===== src/rtl/scr1_reset_seq_ctrl.sv =====
// SCR1 reset sequencer: holds, then releases reset domains in order
// from one synchronized root reset; serves partial re-reset requests.
module scr1_reset_seq_ctrl #(
  parameter int DOMAINS     = 3,
  parameter int HOLD_CYCLES = 4,
  parameter int RELEASE_GAP = 2
) (
  input  logic               clk,
  input  logic               rst_n_mux,
  input  logic               test_mode,
  input  logic               test_rst_n,
  input  logic               sys_rst_req,
  input  logic               req_valid,
  input  logic [DOMAINS-1:0] req_mask,
  output logic               req_ready,
  output logic [DOMAINS-1:0] rst_n_out,
  output logic [DOMAINS-1:0] rst_status,
  output logic               seq_busy,
  output logic               seq_done
);

  localparam int MAXC = (HOLD_CYCLES > RELEASE_GAP) ?
                        HOLD_CYCLES : RELEASE_GAP;
  localparam int CW = (MAXC > 1) ? $clog2(MAXC) : 1;
  localparam int IW = (DOMAINS > 1) ? $clog2(DOMAINS) : 1;

  localparam logic [CW-1:0] HOLD_LD = CW'(HOLD_CYCLES - 1);
  localparam logic [CW-1:0] GAP_LD  = CW'(RELEASE_GAP - 1);
  localparam logic [IW-1:0] LAST    = IW'(DOMAINS - 1);

  localparam logic [1:0] ST_ASSERT  = 2'd0;
  localparam logic [1:0] ST_RELEASE = 2'd1;
  localparam logic [1:0] ST_READY   = 2'd2;

  logic [1:0]         state_q, state_d;
  logic [CW-1:0]      cnt_q, cnt_d;
  logic [IW-1:0]      idx_q, idx_d;
  logic [DOMAINS-1:0] status_q, status_d;
  logic               done_q, done_d;

  logic [IW-1:0]      idx_inc;
  logic [IW-1:0]      low_idx;
  logic               mask_nz;

  assign idx_inc = idx_q + IW'(1);
  assign mask_nz = |req_mask;

  // Lowest requested domain; everything downstream of it is re-reset.
  always_comb begin
    low_idx = '0;
    for (int i = DOMAINS - 1; i >= 0; i--) begin
      if (req_mask[i]) low_idx = IW'(i);
    end
  end

  always_comb begin
    state_d  = state_q;
    cnt_d    = cnt_q;
    idx_d    = idx_q;
    status_d = status_q;
    done_d   = 1'b0;
    if (sys_rst_req) begin
      state_d  = ST_ASSERT;
      cnt_d    = HOLD_LD;
      idx_d    = '0;
      status_d = '0;
    end else begin
      unique case (1'b1)
        (state_q == ST_ASSERT): begin
          if (cnt_q == '0) begin
            status_d[idx_q] = 1'b1;
            cnt_d = GAP_LD;
            if (idx_q == LAST) begin
              state_d = ST_READY;
              done_d  = 1'b1;
            end else begin
              state_d = ST_RELEASE;
            end
          end else begin
            cnt_d = cnt_q - CW'(1);
          end
        end
        (state_q == ST_RELEASE): begin
          if (cnt_q == '0) begin
            idx_d = idx_inc;
            status_d[idx_inc] = 1'b1;
            cnt_d = GAP_LD;
            if (idx_inc == LAST) begin
              state_d = ST_READY;
              done_d  = 1'b1;
            end
          end else begin
            cnt_d = cnt_q - CW'(1);
          end
        end
        (state_q == ST_READY): begin
          if (req_valid && mask_nz) begin
            for (int i = 0; i < DOMAINS; i++) begin
              if (i >= int'(low_idx)) status_d[i] = 1'b0;
            end
            idx_d   = low_idx;
            cnt_d   = HOLD_LD;
            state_d = ST_ASSERT;
          end
        end
        default: begin
          state_d  = ST_ASSERT;
          cnt_d    = HOLD_LD;
          idx_d    = '0;
          status_d = '0;
        end
      endcase
    end
  end

  always_ff @(posedge clk or negedge rst_n_mux) begin
    if (!rst_n_mux) begin
      state_q  <= ST_ASSERT;
      cnt_q    <= HOLD_LD;
      idx_q    <= '0;
      status_q <= '0;
      done_q   <= 1'b0;
    end else begin
      state_q  <= state_d;
      cnt_q    <= cnt_d;
      idx_q    <= idx_d;
      status_q <= status_d;
      done_q   <= done_d;
    end
  end

  assign rst_status = status_q;
  assign seq_done   = done_q;
  assign seq_busy   = (state_q != ST_READY);
  assign req_ready  = (state_q == ST_READY) & ~sys_rst_req;
  assign rst_n_out  = test_mode ? {DOMAINS{test_rst_n}} : status_q;

endmodule


===== config.mk =====
export PLATFORM = sky130hd
export DESIGN_NAME = scr1_reset_seq_ctrl
export DESIGN_NICKNAME = d
export VERILOG_FILES = /design/src/rtl/scr1_reset_seq_ctrl.sv
export SDC_FILE = /design/constraint.sdc
export NUM_CORES = 1
export LEC_CHECK = 0
export ABC_AREA = 1
export BUFFER_PORTS_ARGS = -buffer_cell sky130_fd_sc_hd__buf_4
export CAP_MARGIN = 30
export CORE_ASPECT_RATIO = 1.1
export CORE_MARGIN = 2
export CORE_UTILIZATION = 40
export CTS_CLUSTER_SIZE = 24
export DETAILED_ROUTE_END_ITERATION = 16
export PLACE_DENSITY = 0.7
export SLEW_MARGIN = 20
export SYNTH_ARGS = -nofsm -noshare
export SYNTH_HDL_FRONTEND = slang
export SYNTH_SLANG_ARGS = --single-unit

===== constraint.sdc =====
create_clock -name clk -period 2.7 [get_ports clk]
set_input_delay 0 -clock clk [delete_from_list [all_inputs] [get_ports clk]]
set_output_delay 0 -clock clk [all_outputs]
set_load 0.1 [all_outputs]

Word-level counts from Yosys, hierarchy flattened
Index checks and enable logic that the tools add are counted.

Flip-flop bits (word level): 10.

$add $sub $neg: 2. Magnitude comparators: 7. Equality and inequality tests: 13. Multiplexer cells: 37. Bitwise operators: 4. Reductions and logical operators: 12.

Operator list (count): 2-bit two-way mux (15); 3-bit by 2-bit != test with 1-bit output, second input constant (7); 4-bit AND reduction (4); 3-bit two-way mux (5); 2-bit one-hot mux with 3 select lines (2); 1-bit two-way mux (10); 3-bit one-hot mux with 3 select lines (1); 2-bit equality test, second input constant (3); 2-bit by 3-bit < comparator with 1-bit output, second input constant (2); 3-bit OR (2); 1-bit demux with 2-bit select (2); 1-bit by 2-bit greater-or-equal comparator with 1-bit output, first input constant (2); 2-bit by 1-bit greater-or-equal comparator with 1-bit output, second input constant (2); 2-bit zero test (2); 2-bit != test, second input constant (2); 2-bit one-hot mux with 2 select lines (1); 1-bit logical AND (3); 3-bit AND reduction (1); 3-bit OR reduction (1); 2-bit by 1-bit adder with 2-bit output, second input constant (1); 2-bit by 1-bit equality test with 1-bit output, second input constant (1); 2-bit greater-or-equal comparator, first input constant (1); 1-bit one-hot mux with 2 select lines (1); 2-bit OR reduction (1); other kinds (3) (3).

Longest topological paths before layout
Gate-level depths: netlist of the first run.

Depth after elaboration: 9. Mapped depth: 9.

Least setup slack after synthesis of the first run
No wires, ideal clock.

Kind: register to output. Start point: reg status_q[0], in the netlist rst_status[0]. End point: out rst_n_out[0]. Arrival: 3184 ps. Required time: 2700 ps. Path slack: -484 ps. Cell stages (with the launch flop): 3. Path buffers: 0. Cells stage by stage: dfrtp_1 inv_1 o21ai_0.

Word-level cells in the longest chain between the ends: 1.

Ends and longest elaborated chain: start: declaration (RTL line 38) `logic [DOMAINS-1:0] status_q, status_d;`; start signal: assignment (RTL line 127) `status_q <= status_d;`; 3-bit two-way mux (RTL line 136) `assign rst_n_out = test_mode ? {DOMAINS{test_rst_n}} : status_q;`; end: declaration (RTL line 16) `output logic [DOMAINS-1:0] rst_n_out,`.

Every way passes these cells.

Worst setup path after layout of the first run
Start point: reg state_q[0]. End point: reg state_q[1].

Word-level cells in the longest chain between the ends: 3. Elaborated cells on any way between the ends: 10.

Ends and longest elaborated chain: start: declaration (RTL line 35) `logic [1:0] state_q, state_d;`; start signal: assignment (RTL line 124) `state_q <= state_d;`; 2-bit equality test (tied with other cells) (RTL line 96) `(state_q == ST_READY): begin`; 3-bit by 2-bit != test with 1-bit output (no source line) / 2-bit one-hot mux with 3 select lines (equally long branches); 4-bit AND reduction (no source line) / 2-bit two-way mux (equally long branches).

Parallel ways exist; a longest one is shown, timed or not. A chain may end at the register's enable or synchronous reset.

==> results_dict.tcl, run 1 <==
set metrics [dict create \
    rsz0062_at_grt "no" \
    path_buf_inv 2 \
    design_area_sq_um 1030 \
    hold_path_class "primary input to register" \
    gp_congestion 0.852 \
    power_w 0.00103 \
    cp-startpoint "state_q[0]" \
    grt_first_pass_wirelength_microns 3000 \
    grt_max_degree 14 \
    clk_latency_ps 260 \
    vias 788 \
    dpl_cell_area_sq_um 986 \
    antennaDiodeCount 0 \
    finalMaxSlewViolations 0 \
    p_int_w 0.000468 \
    switching_share_pct 54.6 \
    required_ps 2850 \
    period_minus_slack_ps 1560 \
    worstMarginPinSlew_ps 375 \
    viasPerCell 4.78 \
    power_density_nw_per_um2 999 \
    rows 17 \
    wl_microns 1760 \
    p_sw_w 0.000563 \
    drc 0 \
    syn_area_per_cell_sq_um 7.19 \
    critPathKind "register to register" \
    syn_nets 136 \
    postCtsSetupRepairBufs 0 \
    crit_family "simple AND/OR/NAND/NOR gates" \
    r2r_cells 8 \
    cts.repair.resized 0 \
    crit_path_max_incr_delay_ps 390 \
    crit_path_frequent_cell "nand2_1" \
    fin_crit_sh_pct 57.8 \
    cp_cell_sequence "inv_1 -> ha_1 -> inv_1 -> nor2_4 -> nand2_1 -> nand3_1 -> nand2_1 -> nand2_1" \
    hpwl_microns 1460 \
    grt_usage_pct 16.8 \
    endpoint "state_q[1]" \
    rr_endpoint "state_q[1]" \
    clockBufferDepth 2 \
    layout_common_cells "nand2_1 (40), inv_1 (17), buf_4 (17)" \
    cts_sinks 10 \
    firstDrtPassIters 4 \
    status "finished clean" \
    synth_seq_cells 10 \
    syn-cell-area_sq_um 835 \
    antenna_found_initial 0 \
    die_w_microns 47.6 \
    cp-start-kind "register" \
    r2r_start "state_q[0]" \
    crit_arrival_ps 1710 \
    postCtsHoldBufs 1 \
    yosysSeqAreaShare_pct 30.3 \
    nets 158 \
    grt_pass1_vias 751 \
    layout_commonest_cell "nand2_1" \
    power_leakage_nw 0.561 \
    ios 18 \
    crit_cells 8 \
    cts_tree "yes" \
    die_area_sq_um 2470 \
    synthCells 116 \
    seq_power_share_pct 23.8 \
    vdd_drop_max_uv 567 \
    synth_cell_types 18 \
    cts_buffers 3 \
    drv_cap 0 \
    grt.overflow.total 0 \
    core_sq_um 2000 \
    report.final.hold_viol_count 0 \
    setup_viol 0 \
    syn2layout_area_growth_pct 23.7 \
    clk_root_buffer_cell "clkbuf_4" \
    h-tree-depth 1 \
    place.port_buffers 17 \
    antenna_left 0 \
    crit_slowest_cell "dfrtp_1" \
    maxSlewHeadroom_pct 75.0 \
    clkTransAtPathRegs_ps 60 \
    fp.dieH_microns 51.9 \
    wl_per_cell_microns 10.7 \
    p_clk_share_pct 12.7 \
    ys_warn_count 0 \
    r2r_setup_slack_ps 1140 \
    drive_gt1_share_pct 21.2 \
    tns_ps 0 \
    initial_core_util_pct 41.7 \
    fin_util_pct 51.6 \
    cp_max_fo 13 \
    max_freq_mhz 641 \
    initialDrtViolationCount 9 \
    combPwrFrac_pct 63.5 \
    worstSetupEndpointType "register" \
    clock_skew_ps 3.14 \
]
==> per-layer routing <==
layer,vias up,GRT usage [%],routed length [microns],share of wire [%]
met5,-,0,0,0
met2,16,31.3,947,54
met4,0,1.35,0,0
met3,0,6.25,72,4.1
met1,360,18.3,738,42
li1,412,-,-,-
==> final cells by class <==
cell class / instances / area, sq um
Fill cell: 206 / 967
Clock buffer: 4 / 36.3
Timing Repair Buffer: 18 / 138
Inverter: 19 / 71.3
Multi-Input combinational cell: 86 / 499
Tap cell: 28 / 35.0
Sequential cell: 10 / 253
==> synth_stat cells <==
| cell | number | area (sq um) |
|---|---|---|
| nand2_1 | 40 | 150 |
| inv_1 | 17 | 63.8 |
| nand3_1 | 14 | 70.1 |
| ha_1 | 11 | 138 |
| dfrtp_1 | 8 | 200 |
| o21ai_0 | 5 | 25.0 |
| nand4_1 | 4 | 25.0 |
| a21oi_1 | 3 | 15.0 |
| nor2_1 | 3 | 11.3 |
| dfstp_2 | 2 | 52.6 |
| inv_2 | 2 | 7.51 |
| a211oi_1 | 1 | 7.51 |
| a21boi_2 | 1 | 11.3 |
| buf_6 | 1 | 11.3 |
| nor2_2 | 1 | 6.26 |
| nor2_4 | 1 | 11.3 |
| o211ai_4 | 1 | 21.3 |
| o21a_1 | 1 | 7.51 |
==> worst register-to-register path: stages (launching register included) <==
cell	delay (ps)
dfrtp_1	390
inv_1	80
ha_1	230
inv_1	120
nor2_4	50
nand2_1	290
nand3_1	150
nand2_1	90
nand2_1	50
==> worst min path at each step <==
stage,from,endpoint,slack [ps],depth (start not counted)
finish,req_valid,cnt_q[0],10,4
global route,req_valid,cnt_q[0],40,4
CTS,req_valid,cnt_q[0],20,4
detailed placement,rst_n_mux,rst_status[2],-170,1
global placement,rst_n_mux,rst_status[2],-170,1
floorplan,rst_n_mux,idx_q[0],-300,0
==> stage by stage <==
step | hold slack [ps] | setup WS, ps | instances
floorplan | -296 | 266 | 116
global placement | -167 | 1220 | 160
detailed placement | -165 | 1160 | 160
CTS | 15.2 | 1150 | 165
global route | 37.9 | 979 | 165
finish | 13.4 | 1140 | 165
==> power by group through the flow <==
| stage | clock network [W] | registers [W] | logic, W |
|---|---|---|---|
| CTS | 0.000135 | 0.000245 | 0.000655 |
| detailed placement | 0 | 0.000248 | 0.000651 |
| floorplan | 0 | 0.000322 | 0.000445 |
| global route | 0.000148 | 0.000251 | 0.000726 |
| global placement | 0 | 0.000245 | 0.000647 |
| finish | 0.000132 | 0.000245 | 0.000655 |
==> kinds of logic after synthesis <==
| family | after synthesis | synth area share (%) |
|---|---|---|
| AOI/OAI and AO/OA | 12 | 10.5 |
| adders and majority gates | 11 | 16.5 |
| buffers and inverters | 20 | 9.90 |
| DFF | 10 | 30.3 |
| and+or+nand+nor | 63 | 32.8 |
==> registers in the layout, summed over array words and instances, names as in the netlist <==
| register | count |
|---|---|
| cnt_q | 2 |
| idx_q | 2 |
| rst_status | 3 |
| seq_done | 1 |
| state_q | 2 |
(Power assumes the default switching activity.)
==> run 2: changes to the inputs <==
Clock period 2.7 ns to 1.62 ns, I/O delays scaled along.
==> run 2 against run 1 <==
Net effect: combinational power is 69% higher; first-iteration DRC count up 22%; worst hold slack improved by 6.6 ps; via count stayed put; clock power increased by 75%; non-clock buffer count unchanged; sequential power is 66% higher; largest power group unchanged.
==> results_dict.tcl, run 2 (synthesis results as in run 1) <==
set metrics [dict create \
    status "finished clean" \
    cts_sinks 10 \
    maxSlewHeadroom_pct 82.4 \
    h-tree-depth 1 \
    hold_path_startpoint "req_valid" \
    setup_viol 0 \
    cts_tree "yes" \
    holdPathEnd "cnt_q[0]" \
    crit_cells 5 \
    report.final.hold_viol_count 0 \
    gr-usage-met1_pct 19.5 \
    cp-startpoint "state_q[0]" \
    die_w_microns 47.6 \
    layout_common_cells "nand2_1 (39), inv_1 (17), buf_4 (17)" \
    grt.overflow.total 0 \
    cts_buffers 3 \
    syn2layout_area_growth_pct 27.7 \
    r2r_start "state_q[0]" \
    vias 788 \
    drc 0 \
    power_w 0.00174 \
    power_leakage_nw 0.563 \
    holdPathStages 4 \
    nets 158 \
    hold_path_class "primary input to register" \
    met3_usage_pct 3.13 \
    ios 18 \
    crit_arrival_ps 1500 \
    initialDrtViolationCount 11 \
    crit_path_frequent_cell "inv_1" \
    gp_congestion 0.909 \
    crit_slowest_cell "dfrtp_1" \
    max_freq_mhz 669 \
    cp_max_fo 5 \
    r2r_setup_slack_ps 200 \
    clk_latency_ps 270 \
    layout_commonest_cell "nand2_1" \
    drive_gt1_share_pct 26.3 \
    clkTransAtPathRegs_ps 70 \
    antenna_found_initial 0 \
    busiest_layer "met2" \
    clk_root_buffer_cell "clkbuf_4" \
    wl_microns 1750 \
    hpwl_microns 1460 \
    place.port_buffers 17 \
    grt_first_pass_wirelength_microns 2860 \
    r2r_cells 8 \
    crit_path_max_incr_delay_ps 410 \
    firstDrtPassIters 4 \
    critPathKind "register to output port" \
    drv_cap 0 \
    rsz0062_at_grt "no" \
    largest_register_ffs 3 \
    viasPerCell 4.78 \
    worstMarginPinSlew_ps 262 \
    clock_skew_ps 0.389 \
    initial_core_util_pct 41.7 \
    grt_usage_pct 16.1 \
    rr_endpoint "state_q[1]" \
    grt_pass1_vias 753 \
    core_sq_um 2000 \
    antennaDiodeCount 0 \
    cp_cell_sequence "inv_1 -> ha_1 -> inv_1 -> nor2_4 -> buf_4" \
    fin_cells 165 \
    power_density_nw_per_um2 1640 \
    finalMaxSlewViolations 0 \
    die_area_sq_um 2470 \
    fin_crit_sh_pct 92.3 \
    period_minus_slack_ps 1500 \
    rows 17 \
    n_fill_cell 186 \
    worstSetupEndpointType "output port" \
    path_buf_inv 3 \
    crit_family "buffers and inverters" \
    antenna_left 0 \
    wl_per_cell_microns 10.6 \
    cp-start-kind "register" \
    vdd_drop_max_uv 1010 \
    fp.dieH_microns 51.9 \
    grt_max_degree 14 \
    required_ps 1620 \
    grt_use_met2_pct 27.0 \
    clockBufferDepth 2 \
    place_inst 160 \
]
-- run 2: cell type report --
cell class	count	area, sq um	share of cell area [%]
clock buffer	4	36.3	3.40
inverter	19	71.3	6.69
multi-input combinational	86	531	49.8
sequential	10	255	23.9
tap	28	35.0	3.29
timing repair buffer	18	138	12.9
-- run 2: timing repair --
action,4_1_cts,5_1_grt
setup endpoints to repair,0,9
hold endpoints to repair,10,0
hold buffers,1,0
buffers inserted,0,0
gates resized for setup,0,2
-- run 2: routing by layer --
layer  up-vias  routed length [microns]
li1        417                        -
met1       348                      800
met2        19                      855
met3         4                       74
met4         0                       19
met5         -                        0
-- run 2: report_power, final --
group	leakage (nW)	switching, W	internal, W
Clock	0.0210	0.0000944	0.000137
Combinational	0.416	0.000793	0.000314
Sequential	0.126	0.0000625	0.000343
Total	0.563	0.000950	0.000794
-- run 2: worst max path at each step --
stage                     to
6_report           req_ready
5_1_grt            req_ready
4_1_cts           state_q[1]
3_5_place_dp      state_q[1]
3_3_place_gp      state_q[1]
2_1_floorplan  rst_status[0]
-- run 2: through the flow --
stage	hold slack [ps]	setup slack [ps]	cell area [sq um]	TNS (ps)	utilization, %
floorplan	-296	-761	863	-6920	-
global placement	-163	128	1010	0	50.8
detailed placement	-161	76.7	1010	0	50.8
CTS	4.50	58.5	1060	0	53.1
global route	73.5	22.5	1070	0	53.3
finish	19.9	125	1070	0	53.3
-- run 2: worst min-delay path, delay by kind of cell --
family                 cells  cell delay [ps]
and+or+nand+nor            3              210
buffers and inverters      1               70
==> run 3: changes to the inputs <==
==> constraint.sdc (replaced) <==
create_clock -name clk -period 1.7 [get_ports clk]
set_input_delay 0.085 -clock clk [delete_from_list [all_inputs] [get_ports clk]]
set_output_delay 0.085 -clock clk [all_outputs]
set_load 0.1 [all_outputs]
==> run 3 against run 2 <==
Net effect: clock power shrank 5%; critical endpoint unchanged; design area shrank 0.23%; count of clock-buffer cells in the layout unchanged; die area unchanged.
==> results_dict.tcl, run 3 (synthesis results as in run 1) <==
set metrics [dict create \
    status "finished clean" \
    nets 158 \
    crit_family "buffers and inverters" \
    vdd_drop_max_uv 960 \
    antenna_left 0 \
    finalMaxSlewViolations 0 \
    worstMarginPinSlew_ps 293 \
    firstDrtPassIters 4 \
    clk_root_buffer_cell "clkbuf_4" \
    crit_slowest_cell "dfrtp_1" \
    period_minus_slack_ps 1570 \
    die_area_sq_um 2470 \
    antennaDiodeCount 0 \
    power_w 0.00166 \
    syn2layout_area_growth_pct 27.4 \
    wl_microns 1750 \
    viasPerCell 4.81 \
    clk_latency_ps 270 \
    cts_tree "yes" \
    core_sq_um 2000 \
    r2r_setup_slack_ps 230 \
    ios 18 \
    clockBufferDepth 2 \
    initial_core_util_pct 41.7 \
    crit_path_max_incr_delay_ps 410 \
    fin_cells 165 \
    max_freq_mhz 635 \
    tns_ps 0 \
    cp-start-kind "register" \
    grt_usage_pct 16.1 \
    antenna_found_initial 0 \
    largest_register_ffs 3 \
    grt_first_pass_wirelength_microns 2860 \
    h-tree-depth 1 \
    place_inst 160 \
    crit_arrival_ps 1490 \
    die_w_microns 47.6 \
    rsz0062_at_grt "no" \
    dpl_cell_area_sq_um 1010 \
    setup_viol 0 \
    drc 0 \
    cp_max_fo 5 \
    power_leakage_nw 0.565 \
    report.final.hold_viol_count 0 \
    wl_per_cell_microns 10.6 \
    hold_path_class "primary input to register" \
    drive_gt1_share_pct 25.5 \
    cp_cell_sequence "inv_1 -> ha_1 -> inv_1 -> nor2_4 -> buf_4" \
    fin_crit_sh_pct 92.6 \
    layout_common_cells "nand2_1 (39), inv_1 (17), buf_4 (17)" \
    gp_congestion 0.909 \
    design_area_sq_um 1060 \
    grt_pass1_vias 753 \
    place.port_buffers 17 \
    drv_cap 0 \
    clock_skew_ps 0.513 \
    path_buf_inv 3 \
    maxSlewHeadroom_pct 80.5 \
    cts_sinks 10 \
    required_ps 1620 \
    vias 793 \
    critPathKind "register to output port" \
    layout_commonest_cell "nand2_1" \
    initialDrtViolationCount 11 \
    crit_path_frequent_cell "inv_1" \
    clkTransAtPathRegs_ps 70 \
    fp.dieH_microns 51.9 \
    grt_max_degree 14 \
    power_density_nw_per_um2 1560 \
    cts_buffers 3 \
    worstSetupEndpointType "output port" \
    rows 17 \
    grt.overflow.total 0 \
    fin_util_pct 53.2 \
    hpwl_microns 1460 \
]
[run 3: cell counts in the layout (fill, tap and decap cells not counted)]
No cell type changed its count.
[run 3: timing repair]
action                     4_1_cts  5_1_grt
hold endpoints to repair        10        0
setup buffers                    0        0
hold buffers                     1        0
setup endpoints to repair        0        3
resized for setup                0        1
[run 3: power by group]
part | total [W] | switching, W | internal, W
logic | 0.00105 | 0.000756 | 0.000296
clock network | 0.000220 | 0.0000900 | 0.000130
registers | 0.000385 | 0.0000583 | 0.000327
[run 3: layer usage]
layer,track usage (%),vias up,wire length [microns]
li1,-,416,-
met5,0,-,0
met4,6.76,0,17
met2,27.0,19,858
met3,3.13,4,70
met1,19.5,354,808
[run 3: final timing paths]
check,end,from,depth (start not counted)
worst min-delay path,cnt_q[0],req_valid,4
max in group asynchronous,cnt_q[1],rst_n_mux,2
worst min register to register,cnt_q[1],cnt_q[1],2
min in group asynchronous,rst_status[0],rst_n_mux,2
worst max register to register,state_q[1],state_q[1],8
worst max-delay path,req_ready,state_q[0],5
[run 3: worst min-delay path: stages]
cell     delay, ps
buf_4           70
nand2_1         70
nand3_1         70
nand3_1         70
[run 3: final cells by class]
class	instances	area [sq um]
inverter	19	71.3
sequential	10	255
fill	187	936
timing repair buffer	18	138
multi-input combinational	86	528
tap	28	35.0
clock buffer	4	36.3
[run 3: through the flow]
step                hold slack [ps]  worst slack [ps]
CTS                            89.5               124
global placement              -77.7               208
detailed placement            -76.2               157
global route                    159              20.4
finish                          105               125
floorplan                      -211              -681
